## src/rtl/turn_light_seq_pkg.sv

```systemverilog
// -----------------------------------------------------------------------------
// turn_pkg
// Shared constants for the turn-light sequencer: mode encodings, per-mode
// pattern tables, step counts and a small helper giving the final step index
// of each mode.
// -----------------------------------------------------------------------------
package turn_pkg;

  typedef logic [1:0] mode_t;
  typedef logic [2:0] step_t;

  // Mode encodings; the numeric values are visible on the mode output.
  localparam mode_t MODE_IDLE   = 2'd0;
  localparam mode_t MODE_LEFT   = 2'd1;
  localparam mode_t MODE_RIGHT  = 2'd2;
  localparam mode_t MODE_HAZARD = 2'd3;

  // Number of pattern steps in each active mode.
  localparam int LEFT_STEPS   = 5;
  localparam int RIGHT_STEPS  = 5;
  localparam int HAZARD_STEPS = 2;

  // Left bank (led[7:4]) sweeps outward, then a dark step.
  localparam logic [3:0] LEFT_PAT [0:4] = '{
    4'b0001, 4'b0011, 4'b0111, 4'b1111, 4'b0000
  };

  // Right bank (led[3:0]) sweeps outward from the other end, then dark.
  localparam logic [3:0] RIGHT_PAT [0:4] = '{
    4'b1000, 4'b1100, 4'b1110, 4'b1111, 4'b0000
  };

  // Hazard flashes every lamp together.
  localparam logic [7:0] HAZARD_PAT [0:1] = '{
    8'hFF, 8'h00
  };

  // Index of the last step before wrapping back to step 0.
  function automatic step_t last_step(input mode_t m);
    step_t s;
    case (m)
      MODE_LEFT:   s = step_t'(LEFT_STEPS - 1);
      MODE_RIGHT:  s = step_t'(RIGHT_STEPS - 1);
      MODE_HAZARD: s = step_t'(HAZARD_STEPS - 1);
      default:     s = '0;
    endcase
    return s;
  endfunction

endpackage

```

## src/rtl/turn_light_seq_if.sv

```systemverilog
// -----------------------------------------------------------------------------
// turn_light_seq_if
// Request/strobe inputs and lamp/status outputs of the turn-light sequencer.
//   clk_bps    : one-cycle timebase strobe
//   left_req   : left turn request (level)
//   right_req  : right turn request (level)
//   hazard_req : hazard request (level)
//   led        : lamp drive, [7:4] left bank, [3:0] right bank
//   mode       : current mode (0 idle, 1 left, 2 right, 3 hazard)
//   busy       : high whenever mode is not idle
// master = request side, slave = sequencer.
// -----------------------------------------------------------------------------
interface turn_light_seq_if;

  logic       clk_bps;
  logic       left_req;
  logic       right_req;
  logic       hazard_req;
  logic [7:0] led;
  logic [1:0] mode;
  logic       busy;

  modport master (
    output clk_bps,
    output left_req,
    output right_req,
    output hazard_req,
    input  led,
    input  mode,
    input  busy
  );

  modport slave (
    input  clk_bps,
    input  left_req,
    input  right_req,
    input  hazard_req,
    output led,
    output mode,
    output busy
  );

endinterface

```

## src/rtl/turn_light_seq_tick_prescaler.sv

```systemverilog
// -----------------------------------------------------------------------------
// tick_prescaler
// Counts clk_bps strobes and emits step_en on the strobe that completes a
// group of STEP_TICKS strobes. A level-high strobe counts once per cycle.
//   clk        : system clock
//   rst_n      : asynchronous reset, active HIGH
//   clr_i      : synchronous clear, overrides counting
//   en_i       : counting enable
//   clk_bps_i  : timebase strobe
//   step_en_o  : one-cycle pulse, advance the pattern at this edge
// -----------------------------------------------------------------------------
module tick_prescaler #(
  parameter int STEP_TICKS = 2
) (
  input  logic clk,
  input  logic rst_n,
  input  logic clr_i,
  input  logic en_i,
  input  logic clk_bps_i,
  output logic step_en_o
);

  localparam logic [3:0] LAST_CNT = 4'(STEP_TICKS - 1);

  logic [3:0] cnt_q;
  logic [3:0] cnt_d;

  always_comb begin
    cnt_d     = cnt_q;
    step_en_o = 1'b0;
    if (clr_i) begin
      cnt_d = '0;
    end else if (en_i && clk_bps_i) begin
      // ">=" keeps the counter inside 0..LAST_CNT even if it were disturbed.
      if (cnt_q >= LAST_CNT) begin
        cnt_d     = '0;
        step_en_o = 1'b1;
      end else begin
        cnt_d = cnt_q + 4'd1;
      end
    end
  end

  always_ff @(posedge clk or posedge rst_n) begin
    if (rst_n) begin
      cnt_q <= '0;
    end else begin
      cnt_q <= cnt_d;
    end
  end

endmodule

```

## src/rtl/turn_light_seq.sv

```systemverilog
// -----------------------------------------------------------------------------
// turn_light_seq
// Turn-signal lamp sequencer. Decodes the requested mode every cycle, restarts
// the pattern whenever the mode changes and advances the pattern once every
// STEP_TICKS clk_bps strobes. All outputs decode registered state only.
//   clk    : system clock
//   rst_n  : asynchronous reset, active HIGH (name kept for compatibility)
//   bus    : request/strobe inputs, lamp/mode/busy outputs (slave side)
//
//   state       | meaning
//   ------------+----------------------------------------------
//   MODE_IDLE   | all lamps off, strobes ignored
//   MODE_LEFT   | left bank sweep, 5 steps
//   MODE_RIGHT  | right bank sweep, 5 steps
//   MODE_HAZARD | all lamps flash, 2 steps
// -----------------------------------------------------------------------------
module turn_light_seq
  import turn_pkg::*;
#(
  parameter int STEP_TICKS = 2
) (
  input  logic             clk,
  input  logic             rst_n,
  turn_light_seq_if.slave  bus
);

  mode_t mode_q;
  mode_t mode_d;
  step_t step_q;
  step_t step_d;
  mode_t target_mode;
  logic  mode_change;
  logic  step_en;
  logic  presc_clr;
  logic  presc_en;
  logic [7:0] led;

  // Hazard wins, and both turn requests together also mean hazard.
  always_comb begin
    if (bus.hazard_req || (bus.left_req && bus.right_req)) begin
      target_mode = MODE_HAZARD;
    end else if (bus.left_req) begin
      target_mode = MODE_LEFT;
    end else if (bus.right_req) begin
      target_mode = MODE_RIGHT;
    end else begin
      target_mode = MODE_IDLE;
    end
  end

  assign mode_change = (target_mode != mode_q);

  // The prescaler is held clear in idle so a later mode starts from a fresh
  // count, and cleared on a mode change even if a strobe is present.
  assign presc_clr = mode_change || (mode_q == MODE_IDLE);
  assign presc_en  = !presc_clr;

  tick_prescaler #(
    .STEP_TICKS (STEP_TICKS)
  ) u_tick_prescaler (
    .clk       (clk),
    .rst_n     (rst_n),
    .clr_i     (presc_clr),
    .en_i      (presc_en),
    .clk_bps_i (bus.clk_bps),
    .step_en_o (step_en)
  );

  always_comb begin
    mode_d = mode_q;
    step_d = step_q;
    if (mode_change) begin
      mode_d = target_mode;
      step_d = '0;
    end else if (mode_q == MODE_IDLE) begin
      step_d = '0;
    end else if (step_en) begin
      if (step_q >= last_step(mode_q)) begin
        step_d = '0;
      end else begin
        step_d = step_q + 3'd1;
      end
    end
  end

  always_ff @(posedge clk or posedge rst_n) begin
    if (rst_n) begin
      mode_q <= MODE_IDLE;
      step_q <= '0;
    end else begin
      mode_q <= mode_d;
      step_q <= step_d;
    end
  end

  // Lamp decode from registered mode/step only.
  always_comb begin
    led = 8'h00;
    case (mode_q)
      MODE_LEFT: begin
        if (step_q <= last_step(MODE_LEFT)) begin
          led = {LEFT_PAT[step_q], 4'b0000};
        end
      end
      MODE_RIGHT: begin
        if (step_q <= last_step(MODE_RIGHT)) begin
          led = {4'b0000, RIGHT_PAT[step_q]};
        end
      end
      MODE_HAZARD: begin
        led = HAZARD_PAT[step_q[0]];
      end
      default: begin
        led = 8'h00;
      end
    endcase
  end

  assign bus.led  = led;
  assign bus.mode = mode_q;
  assign bus.busy = (mode_q != MODE_IDLE);

endmodule

```

## src/flat_wrapper.sv

```systemverilog
// flat-port wrapper written by rule: the top's interface ports become plain ports
module turn_light_seq_flat import turn_pkg::*;
#(
  parameter int STEP_TICKS = 2
)
  (clk, rst_n, bus_clk_bps, bus_left_req, bus_right_req, bus_hazard_req, bus_led, bus_mode, bus_busy);
  turn_light_seq_if bus_i ();
  input  logic clk;
  input  logic rst_n;
  input wire logic [$bits(bus_i.clk_bps)-1:0] bus_clk_bps;
  input wire logic [$bits(bus_i.left_req)-1:0] bus_left_req;
  input wire logic [$bits(bus_i.right_req)-1:0] bus_right_req;
  input wire logic [$bits(bus_i.hazard_req)-1:0] bus_hazard_req;
  output wire logic [$bits(bus_i.led)-1:0] bus_led;
  output wire logic [$bits(bus_i.mode)-1:0] bus_mode;
  output wire logic [$bits(bus_i.busy)-1:0] bus_busy;
  assign bus_i.clk_bps = bus_clk_bps;
  assign bus_i.left_req = bus_left_req;
  assign bus_i.right_req = bus_right_req;
  assign bus_i.hazard_req = bus_hazard_req;
  assign bus_led = bus_i.led;
  assign bus_mode = bus_i.mode;
  assign bus_busy = bus_i.busy;
  turn_light_seq #(.STEP_TICKS(STEP_TICKS)) u_core (.clk(clk), .rst_n(rst_n), .bus(bus_i));
endmodule
```

## config.mk

```make
export PLATFORM = sky130hd
export DESIGN_NAME = turn_light_seq_flat
export DESIGN_NICKNAME = d
export VERILOG_FILES = /design/src/rtl/turn_light_seq_pkg.sv /design/src/rtl/turn_light_seq_if.sv /design/src/rtl/turn_light_seq_tick_prescaler.sv /design/src/rtl/turn_light_seq.sv /design/src/flat_wrapper.sv
export SDC_FILE = /design/constraint.sdc
export NUM_CORES = 1
export LEC_CHECK = 0
export BUFFER_PORTS_ARGS = -buffer_cell sky130_fd_sc_hd__buf_2
export CAP_MARGIN = 20
export CORE_MARGIN = 4
export CORE_UTILIZATION = 51
export CTS_CLUSTER_DIAMETER = 100
export CTS_CLUSTER_SIZE = 12
export DETAILED_ROUTE_END_ITERATION = 12
export GPL_TIMING_DRIVEN = 1
export PLACE_DENSITY = 0.77
export SLEW_MARGIN = 40
export SYNTH_ARGS = -nofsm -noshare
export SYNTH_HDL_FRONTEND = slang
export SYNTH_SLANG_ARGS = --single-unit
```

## constraint.sdc

```tcl
create_clock -name clk -period 2.5 [get_ports clk]
set_clock_uncertainty 0.1 [all_clocks]
set_input_delay 0.5 -clock clk [delete_from_list [all_inputs] [get_ports clk]]
set_output_delay 0.5 -clock clk [all_outputs]
set_load 0.01 [all_outputs]
```

==> results of run 1 <==
-- area by class of cell --
| cell class | count | area, um^2 | area share (%) |
|---|---|---|---|
| sequential | 9 | 225 | 26.5 |
| clock buffer | 4 | 26.3 | 3.09 |
| inverter | 13 | 48.8 | 5.74 |
| timing repair buffer | 16 | 80.1 | 9.41 |
| tap | 15 | 18.8 | 2.21 |
| multi-input combinational | 61 | 452 | 53.1 |
-- synthesized netlist by cell type, drive strengths merged --
cell type / n / area (um^2)
a21oi: 10 / 50.1
inv: 13 / 48.8
xnor2: 1 / 8.76
nand3: 3 / 15.0
or2: 4 / 25.0
nor4b: 3 / 38.8
nand2: 3 / 11.3
nor3b: 1 / 7.51
nand2b: 3 / 18.8
nor4: 2 / 12.5
o21ai: 1 / 5.00
or3: 3 / 18.8
nor2: 10 / 37.5
ha: 14 / 175
dfrtp: 9 / 225
a221oi: 1 / 15.0
nor2b: 2 / 12.5
-- through the flow --
step,instances,power [mW],worst slack (ns)
after floorplan,83,0.237,0.501
after global placement,114,0.273,0.490
after detailed placement,114,0.277,0.446
after CTS,118,0.390,0.150
after global routing,118,0.417,0.0473
final,118,0.385,0.158
-- routing by layer --
metal / vias up / wire, um / GRT usage, %
li1: 316 / - / -
met1: 266 / 583 / 18.2
met2: 17 / 608 / 23.1
met3: 8 / 76 / 2.37
met4: 0 / 48 / 11.9
met5: - / 0 / 0
-- final timing paths --
path,startpoint,end,slack (ns),cells past startpoint
setup reg to reg,u_core.bus.mode[1],u_core.step_q[0],0.44,8
max in group asynchronous,rst_n,u_core.step_q[1],1.95,2
setup / recovery,u_core.bus.mode[1],bus_led[1],0.16,6
hold reg to reg,u_core.step_q[2],u_core.step_q[2],0.46,2
min in group clk,bus_left_req,u_core.bus.mode[0],0.37,2
hold / removal,rst_n,u_core.bus.mode[1],0.09,2
-- kinds of logic (layout without fill, tap and decap cells) --
family	Yosys count	in the layout
xor+xnor	1	1
flops	9	9
fa+ha+maj	14	14
buf+inv	13	33
simple gates	34	34
compound gates	12	12
-- cell usage in the layout, fill, tap and decap left out, types with 2 or more instances in the layout --
cell,count
clkbuf_4,3
nand2_1,3
a21oi_1,10
dfrtp_1,9
nor4b_2,2
nand3_1,3
nor2b_1,2
or3_1,3
or2_2,4
buf_2,16
ha_1,14
nor4_1,2
nand2b_1,3
nor2_1,10
inv_1,13
-- critical path, cell delays in order, from the launching register on --
cell and delay (ns):
dfrtp_1 0.43, ha_1 0.20, ha_1 0.25, a21oi_1 0.06
or2_2 0.29, nor2_1 0.11, buf_2 0.13
-- state kept, by name (all words and copies together) (netlist names) --
| register | cells |
|---|---|
| u_core.u_tick_prescaler.cnt_q | 4 |
| u_core.bus.mode | 2 |
| u_core.step_q | 3 |
-- power breakdown --
part           internal, mW  switching, mW
registers             0.151        0.00620
clock network        0.0615         0.0513
logic                0.0493         0.0662
==> results.sh, run 1 <==
export IMPL_status="finished, final reports clean"
export IMPL_place_area_um2=825
export IMPL_numCtsBuffers=3
export IMPL_muxShareOfSynthArea_pct=0
export IMPL_clockRootBuffer="clkbuf_4"
export IMPL_drt_initial_drc_count=9
export IMPL_avgViaCountPerCell=5.14
export IMPL_synth_top_family_by_area="simple AND/OR/NAND/NOR gates"
export IMPL_critPathArrivalTime_ns=1.74
export IMPL_seq_area_frac_synth_pct=31.0
export IMPL_tns_ns=0
export IMPL_ioPinCount=17
export IMPL_core_area_um2=1320
export IMPL_die_w_um=45.7
export IMPL_cp_required_ns=1.90
export IMPL_drive_above_1_share_pct=25.2
export IMPL_drv_cap=0
export IMPL_power_density_nw_per_um2=453
export IMPL_diodes=0
export IMPL_clock_path_buffers=2
export IMPL_max_freq_mhz=427
export IMPL_area_growth_pct=17.2
export IMPL_start_kind="flip-flop"
export IMPL_cts_hold_buf=0
export IMPL_portBuffers=16
export IMPL_rows=13
export IMPL_drv_slew=0
export IMPL_htreeDepth=1
export IMPL_wl_um=1320
export IMPL_syn_area_per_cell_um2=8.74
export IMPL_postLayoutCoreUtil_pct=64.6
export IMPL_drc=0
export IMPL_fin_nets=124
export IMPL_min_period_ns=2.34
export IMPL_synth_cell_area_um2=726
export IMPL_postLayoutCellArea_um2=851
export IMPL_fin_crit_sh_pct=93.7
export IMPL_routabilityCongestion=0.692
export IMPL_worstSetupPathType="flip-flop to output pin"
export IMPL_grt_overflow_total=0
export IMPL_grt_first_pass_wirelength_um=2240
export IMPL_ys_warn_count=0
export IMPL_initial_utilization_pct=55.1
export IMPL_cellLeakagePower_nw=0.429
export IMPL_fill_cells=110
export IMPL_antenna_found_initial=0
export IMPL_max_slew_margin_pct=59.2
export IMPL_synthAdderAreaFrac_pct=24.1
export IMPL_clk_pin_slew_ns=0.06
export IMPL_dr_pass1_iters=4
export IMPL_worstHoldPathType="input pin to async pin"
export IMPL_fin_hold_ws_ns=0.0884
export IMPL_post_drt_wl_per_cell_um=11.2
export IMPL_worst_pin_slew_ns=0.612
export IMPL_grt_pass1_vias=568
export IMPL_cts_resized=0
export IMPL_synth_compound_area_share_pct=9.66
export IMPL_hold_viol=0
export IMPL_dp_hpwl_um=1080
export IMPL_ys_types=18
export IMPL_peakVddDrop_v=0.000314
export IMPL_synthXorXnorAreaFrac_pct=1.21
export IMPL_dieHeight_um=45.7
export IMPL_grt_total_usage_pct=15.0
export IMPL_worstSkewPairLatency_ns=0.26
export IMPL_cp_max_fo=6
export IMPL_synthesis_nets=103
export IMPL_post_cts_setup_buffers=0
export IMPL_rsz0062_at_grt="no"
export IMPL_crit_path_end_kind="output pin"
export IMPL_synth_seq_cells=9
export IMPL_grt_max_degree=10
export IMPL_cts_tree="built"
export IMPL_postRouteAntennaNets=0
export IMPL_cts_sinks=9
export IMPL_setup_violations=0
export IMPL_num_vias=607
export IMPL_synth_simple_area_share_pct=27.2
export IMPL_synth_cells=83
export IMPL_die_area_um2=2090
Note: power is estimated with default switching activity, not from simulation.
==> run 2: changes to the inputs <==
--- a/config.mk
+++ b/config.mk
@@ -7,7 +7,7 @@
 export LEC_CHECK = 0
 export BUFFER_PORTS_ARGS = -buffer_cell sky130_fd_sc_hd__buf_2
 export CAP_MARGIN = 20
-export CORE_MARGIN = 4
+export CORE_MARGIN = 2
 export CORE_UTILIZATION = 51
 export CTS_CLUSTER_DIAMETER = 100
 export CTS_CLUSTER_SIZE = 12
==> results.sh, run 2 (same netlist as run 1, synthesis figures left out) <==
export IMPL_status="finished, final reports clean"
export IMPL_placedCellCount=114
export IMPL_critPathArrivalTime_ns=1.74
export IMPL_drv_cap=0
export IMPL_numCtsBuffers=3
export IMPL_cp_max_fo=6
export IMPL_grt_max_degree=10
export IMPL_grt_first_pass_wirelength_um=2280
export IMPL_htreeDepth=1
export IMPL_start_kind="flip-flop"
export IMPL_cp_required_ns=1.90
export IMPL_grt_pass1_vias=561
export IMPL_avgViaCountPerCell=5.14
export IMPL_setup_violations=0
export IMPL_num_vias=606
export IMPL_fin_crit_sh_pct=93.6
export IMPL_die_area_um2=1740
export IMPL_worstSetupPathType="flip-flop to output pin"
export IMPL_drv_slew=0
export IMPL_clk_pin_slew_ns=0.06
export IMPL_worst_pin_slew_ns=0.549
export IMPL_dp_hpwl_um=1020
export IMPL_postLayoutCellArea_um2=851
export IMPL_power_density_nw_per_um2=452
export IMPL_cts_hold_buf=0
export IMPL_routabilityCongestion=0.780
export IMPL_post_drt_wl_per_cell_um=10.6
export IMPL_cts_tree="built"
export IMPL_clock_path_buffers=2
export IMPL_max_slew_margin_pct=63.4
export IMPL_drc=0
export IMPL_route_met3_wl_um=54
export IMPL_stdcell_count=118
export IMPL_layout_common_cells="buf_2 (16), ha_1 (14), inv_1 (13)"
export IMPL_antenna_found_initial=0
export IMPL_drt_initial_drc_count=16
export IMPL_max_freq_mhz=427
export IMPL_grt_overflow_total=0
export IMPL_seq_area_um2=225
export IMPL_peakVddDrop_v=0.000285
export IMPL_crit_chain="ha_1, ha_1, a21oi_1, or2_2, nor2_1, buf_2"
export IMPL_fill_cells=108
export IMPL_largest_register_ffs=4
export IMPL_multi_input_area_um2=452
export IMPL_min_period_ns=2.34
export IMPL_fin_nets=124
export IMPL_final_common_cell="buf_2"
export IMPL_met1Wirelength_um=577
export IMPL_cpMaxStageDelayCell="dfrtp_1"
export IMPL_cp_common_cell="ha_1"
export IMPL_worstHoldPathType="input pin to async pin"
export IMPL_route_met2_wl_um=618
export IMPL_top_register="u_core.u_tick_prescaler.cnt_q"
export IMPL_ioPinCount=17
export IMPL_rsz0062_at_grt="no"
export IMPL_rows=13
export IMPL_post_cts_setup_buffers=0
export IMPL_core_area_um2=1320
export IMPL_worstSkewPairLatency_ns=0.26
export IMPL_crit_path_end_kind="output pin"
export IMPL_portBuffers=16
export IMPL_power_mw=0.384
export IMPL_clockRootBuffer="clkbuf_4"
export IMPL_tns_ns=0
export IMPL_cts_resized=0
export IMPL_cp_slowest_stage_delay_ns=0.44
export IMPL_wl_um=1260
export IMPL_dr_pass1_iters=4
export IMPL_hold_viol=0
export IMPL_top_layer="met4"
export IMPL_area_growth_pct=17.2
export IMPL_postRouteAntennaNets=0
export IMPL_cts_sinks=9
export IMPL_diodes=0
export IMPL_initial_utilization_pct=55.1
export IMPL_grt_total_usage_pct=16.6
export IMPL_place_area_um2=825
export IMPL_drive_above_1_share_pct=25.2
export IMPL_dieHeight_um=41.7
export IMPL_cellLeakagePower_nw=0.429
export IMPL_die_w_um=41.7
run 2: cell counts in the layout (fill, tap and decap cells not counted):
No cell type changed its count.
run 2: area by class of cell:
type                            count  share of cell area, %
Tap cell                           15                   2.21
Multi-Input combinational cell     61                   53.1
Inverter                           13                   5.74
Clock buffer                        4                   3.09
Timing Repair Buffer               16                   9.41
Sequential cell                     9                   26.5
run 2: metal layers:
layer / up-vias / global-route usage, %
met3: 2 / 2.61
li1: 316 / -
met1: 273 / 21.2
met2: 15 / 27.2
met4: 0 / 7.74
met5: - / 0
run 2: worst paths after layout:
| check | from | to | slack (ns) | cells past startpoint |
|---|---|---|---|---|
| setup reg to reg | u_core.bus.mode[1] | u_core.step_q[0] | 0.49 | 8 |
| hold reg to reg | u_core.step_q[2] | u_core.step_q[2] | 0.46 | 2 |
| hold / removal | rst_n | u_core.bus.mode[1] | 0.09 | 2 |
| setup / recovery | u_core.bus.mode[1] | bus_led[1] | 0.16 | 6 |
| max in group asynchronous | rst_n | u_core.step_q[1] | 1.95 | 2 |
| min in group clk | bus_left_req | u_core.bus.mode[0] | 0.38 | 2 |
run 2: power breakdown:
group,switching [mW],internal [mW],total [mW]
Combinational,0.0652,0.0492,0.114
Sequential,0.00669,0.151,0.158
Clock,0.0509,0.0615,0.112
Total,0.123,0.262,0.384
run 2: worst max-delay path: cells and delay by family, from the launching register on:
family	cells	cell delay, ns
flip-flops	1	0.44
adder cells (fa/ha/maj)	2	0.45
AO/OA/AOI/OAI	1	0.06
buffers and inverters	1	0.13
AND/OR/NAND/NOR	2	0.40
run 2: stage by stage:
step           setup WS (ns)  util, %  hold slack [ns]
2_1_floorplan          0.501        -            0.228
3_3_place_gp           0.491     62.6            0.372
3_5_place_dp           0.416     62.6            0.379
4_1_cts                0.141     64.6           0.0999
5_1_grt               0.0175     64.6            0.124
6_report               0.159     64.6           0.0916
==> run 3: changes to the inputs <==
--- a/config.mk
+++ b/config.mk
@@ -5,15 +5,16 @@
 export SDC_FILE = /design/constraint.sdc
 export NUM_CORES = 1
 export LEC_CHECK = 0
+export ABC_AREA = 1
 export BUFFER_PORTS_ARGS = -buffer_cell sky130_fd_sc_hd__buf_2
 export CAP_MARGIN = 20
 export CORE_MARGIN = 2
-export CORE_UTILIZATION = 51
+export CORE_UTILIZATION = 52
 export CTS_CLUSTER_DIAMETER = 100
 export CTS_CLUSTER_SIZE = 12
 export DETAILED_ROUTE_END_ITERATION = 12
 export GPL_TIMING_DRIVEN = 1
-export PLACE_DENSITY = 0.77
+export PLACE_DENSITY = 0.78
 export SLEW_MARGIN = 40
 export SYNTH_ARGS = -nofsm -noshare
 export SYNTH_HDL_FRONTEND = slang
==> results.sh, run 3 <==
export IMPL_antenna_found_initial=0
export IMPL_cp_max_fo=8
export IMPL_place_ws_ns=0.533
export IMPL_peakVddDrop_v=0.000422
export IMPL_initial_utilization_pct=57.8
export IMPL_r2r_cells=9
export IMPL_yosysTopAreaCell="dfrtp_1"
export IMPL_min_period_ns=2.24
export IMPL_avgViaCountPerCell=4.88
export IMPL_max_slew_margin_pct=78.2
export IMPL_synth_seq_cells=9
export IMPL_postLayoutCellArea_um2=906
export IMPL_fin_hold_ws_ns=0.0857
export IMPL_start_kind="flip-flop"
export IMPL_cellLeakagePower_nw=0.497
export IMPL_cts_resized=0
export IMPL_synth_simple_area_share_pct=26.0
export IMPL_rsz0062_at_grt="no"
export IMPL_hold_viol=0
export IMPL_rows=13
export IMPL_largest_register_ffs=4
export IMPL_grt_total_usage_pct=16.6
export IMPL_status="finished, final reports clean"
export IMPL_synthesis_nets=121
export IMPL_crit_chain="ha_1, ha_1, inv_1, a21oi_1, inv_1, a21oi_1, buf_2"
export IMPL_synthFlopType="dfrtp_1"
export IMPL_crit_path_end_kind="output pin"
export IMPL_fill_cells=127
export IMPL_muxShareOfSynthArea_pct=0
export IMPL_layout_common_cells="inv_1 (22), buf_2 (16), nor2_1 (15)"
export IMPL_wl_um=1330
export IMPL_dieHeight_um=42.8
export IMPL_drc=0
export IMPL_finalWorstSetupSlack_ns=0.256
export IMPL_cp_slowest_stage_delay_ns=0.43
export IMPL_fin_nets=142
export IMPL_cpMaxStageDelayCell="dfrtp_1"
export IMPL_grt_pass1_vias=571
export IMPL_synth_common_cells="inv_1 (22), nor2_1 (15), ha_1 (14)"
export IMPL_final_common_cell="inv_1"
export IMPL_top_register="u_core.u_tick_prescaler.cnt_q"
export IMPL_synth_cells=101
export IMPL_power_density_nw_per_um2=498
export IMPL_postLayoutCoreUtil_pct=67.1
export IMPL_tns_ns=0
export IMPL_max_freq_mhz=446
export IMPL_fin_crit_sh_pct=89.8
export IMPL_cts_sinks=9
export IMPL_worstSkewPairLatency_ns=0.25
export IMPL_dr_pass1_iters=4
export IMPL_area_growth_pct=16.0
export IMPL_grt_max_degree=10
export IMPL_power_mw=0.451
export IMPL_postRouteAntennaNets=0
export IMPL_htreeDepth=1
export IMPL_synth_top_family_by_area="simple AND/OR/NAND/NOR gates"
export IMPL_worstSetupPathType="flip-flop to output pin"
export IMPL_synth_cell_area_um2=781
export IMPL_cp_required_ns=1.90
export IMPL_cts_tree="built"
export IMPL_place_area_um2=880
export IMPL_yosysMostFrequentCell="inv_1"
export IMPL_ioPinCount=17
export IMPL_ys_types=16
export IMPL_setup_violations=0
export IMPL_die_w_um=42.8
export IMPL_grt_overflow_total=0
export IMPL_drt_initial_drc_count=5
export IMPL_post_drt_wl_per_cell_um=9.79
export IMPL_synthAdderAreaFrac_pct=22.4
export IMPL_synth_area_leaders="dfrtp_1 (29%), ha_1 (22%), inv_1 (11%)"
export IMPL_dp_hpwl_um=1130
export IMPL_worstHoldPathType="input pin to async pin"
export IMPL_synthArstFlopShare_pct=100
export IMPL_post_cts_setup_buffers=0
export IMPL_die_area_um2=1830
export IMPL_clk_pin_slew_ns=0.06
export IMPL_synth_compound_area_share_pct=11.2
export IMPL_diodes=0
export IMPL_portBuffers=16
export IMPL_grt_first_pass_wirelength_um=2330
export IMPL_synthXorXnorAreaFrac_pct=0
export IMPL_drive_above_1_share_pct=22.3
export IMPL_placedCellCount=132
export IMPL_stdcell_count=136
export IMPL_drv_slew=0
export IMPL_ys_warn_count=0
export IMPL_synth_top_area_share_pct=28.8
export IMPL_syn_area_per_cell_um2=7.73
export IMPL_critPathArrivalTime_ns=1.64
export IMPL_clock_path_buffers=2
export IMPL_cts_hold_buf=0
export IMPL_seq_area_frac_synth_pct=28.8
export IMPL_clockRootBuffer="clkbuf_4"
export IMPL_drv_cap=0
export IMPL_routabilityCongestion=0.798
export IMPL_synth_edff_count=0
export IMPL_numCtsBuffers=3
export IMPL_worst_pin_slew_ns=0.327
export IMPL_core_area_um2=1350
export IMPL_num_vias=664
## run 3: cell count changes after synthesis, moves of 2 or more
cell	before	now
inv_2	0	2
nand3_4	0	2
nand4_1	0	3
nand2b_1	3	0
or3_1	3	0
or2_2	4	0
nand2_1	3	12
nor2_1	10	15
inv_1	13	22
nor4_1	2	0
nor2b_1	2	0
nor4b_2	2	0
## run 3: layout make-up
cell class	count	area (um^2)	share of cell area [%]
multi-input cells	68	465	51.4
flip-flops and latches	9	225	24.9
inverters	24	90.1	9.94
repair buffers	16	80.1	8.84
clock buffers	4	26.3	2.90
well taps	15	18.8	2.07
## run 3: final timing paths
kind / startpoint / to / slack (ns)
worst max-delay path: u_core.bus.mode[0] / bus_led[2] / 0.26
worst min-delay path: rst_n / u_core.bus.mode[1] / 0.09
worst max register to register: u_core.bus.mode[1] / u_core.step_q[0] / 0.76
worst min register to register: u_core.u_tick_prescaler.cnt_q[3] / u_core.u_tick_prescaler.cnt_q[3] / 0.41
max in group asynchronous: rst_n / u_core.u_tick_prescaler.cnt_q[1] / 1.97
min in group clk: u_core.u_tick_prescaler.cnt_q[3] / u_core.u_tick_prescaler.cnt_q[3] / 0.41
## run 3: cell families (layout without fill, tap and decap cells)
family / Yosys count / in the layout
buffers and inverters: 24 / 44
adders and majority gates: 14 / 14
and+or+nand+nor: 39 / 39
AOI/OAI and AO/OA: 15 / 15
DFF: 9 / 9
## run 3: metal layers
metal	GRT usage (%)	wire length, um	up-vias
li1	-	-	358
met1	22.8	626	286
met2	26.4	635	16
met3	2.55	55	4
met4	5.63	14	0
met5	0	0	-
## run 3: critical path, delay by kind of cell (launching register included)
kind / cells / cell delay, ns
DFF: 1 / 0.43
adders and majority gates: 2 / 0.41
buffers and inverters: 3 / 0.39
AOI/OAI and AO/OA: 2 / 0.15
## run 3: power breakdown
part / switching [mW] / internal [mW] / leakage [nW]
logic: 0.111 / 0.0682 / 0.365
clock network: 0.0477 / 0.0613 / 0.0150
registers: 0.00763 / 0.155 / 0.117
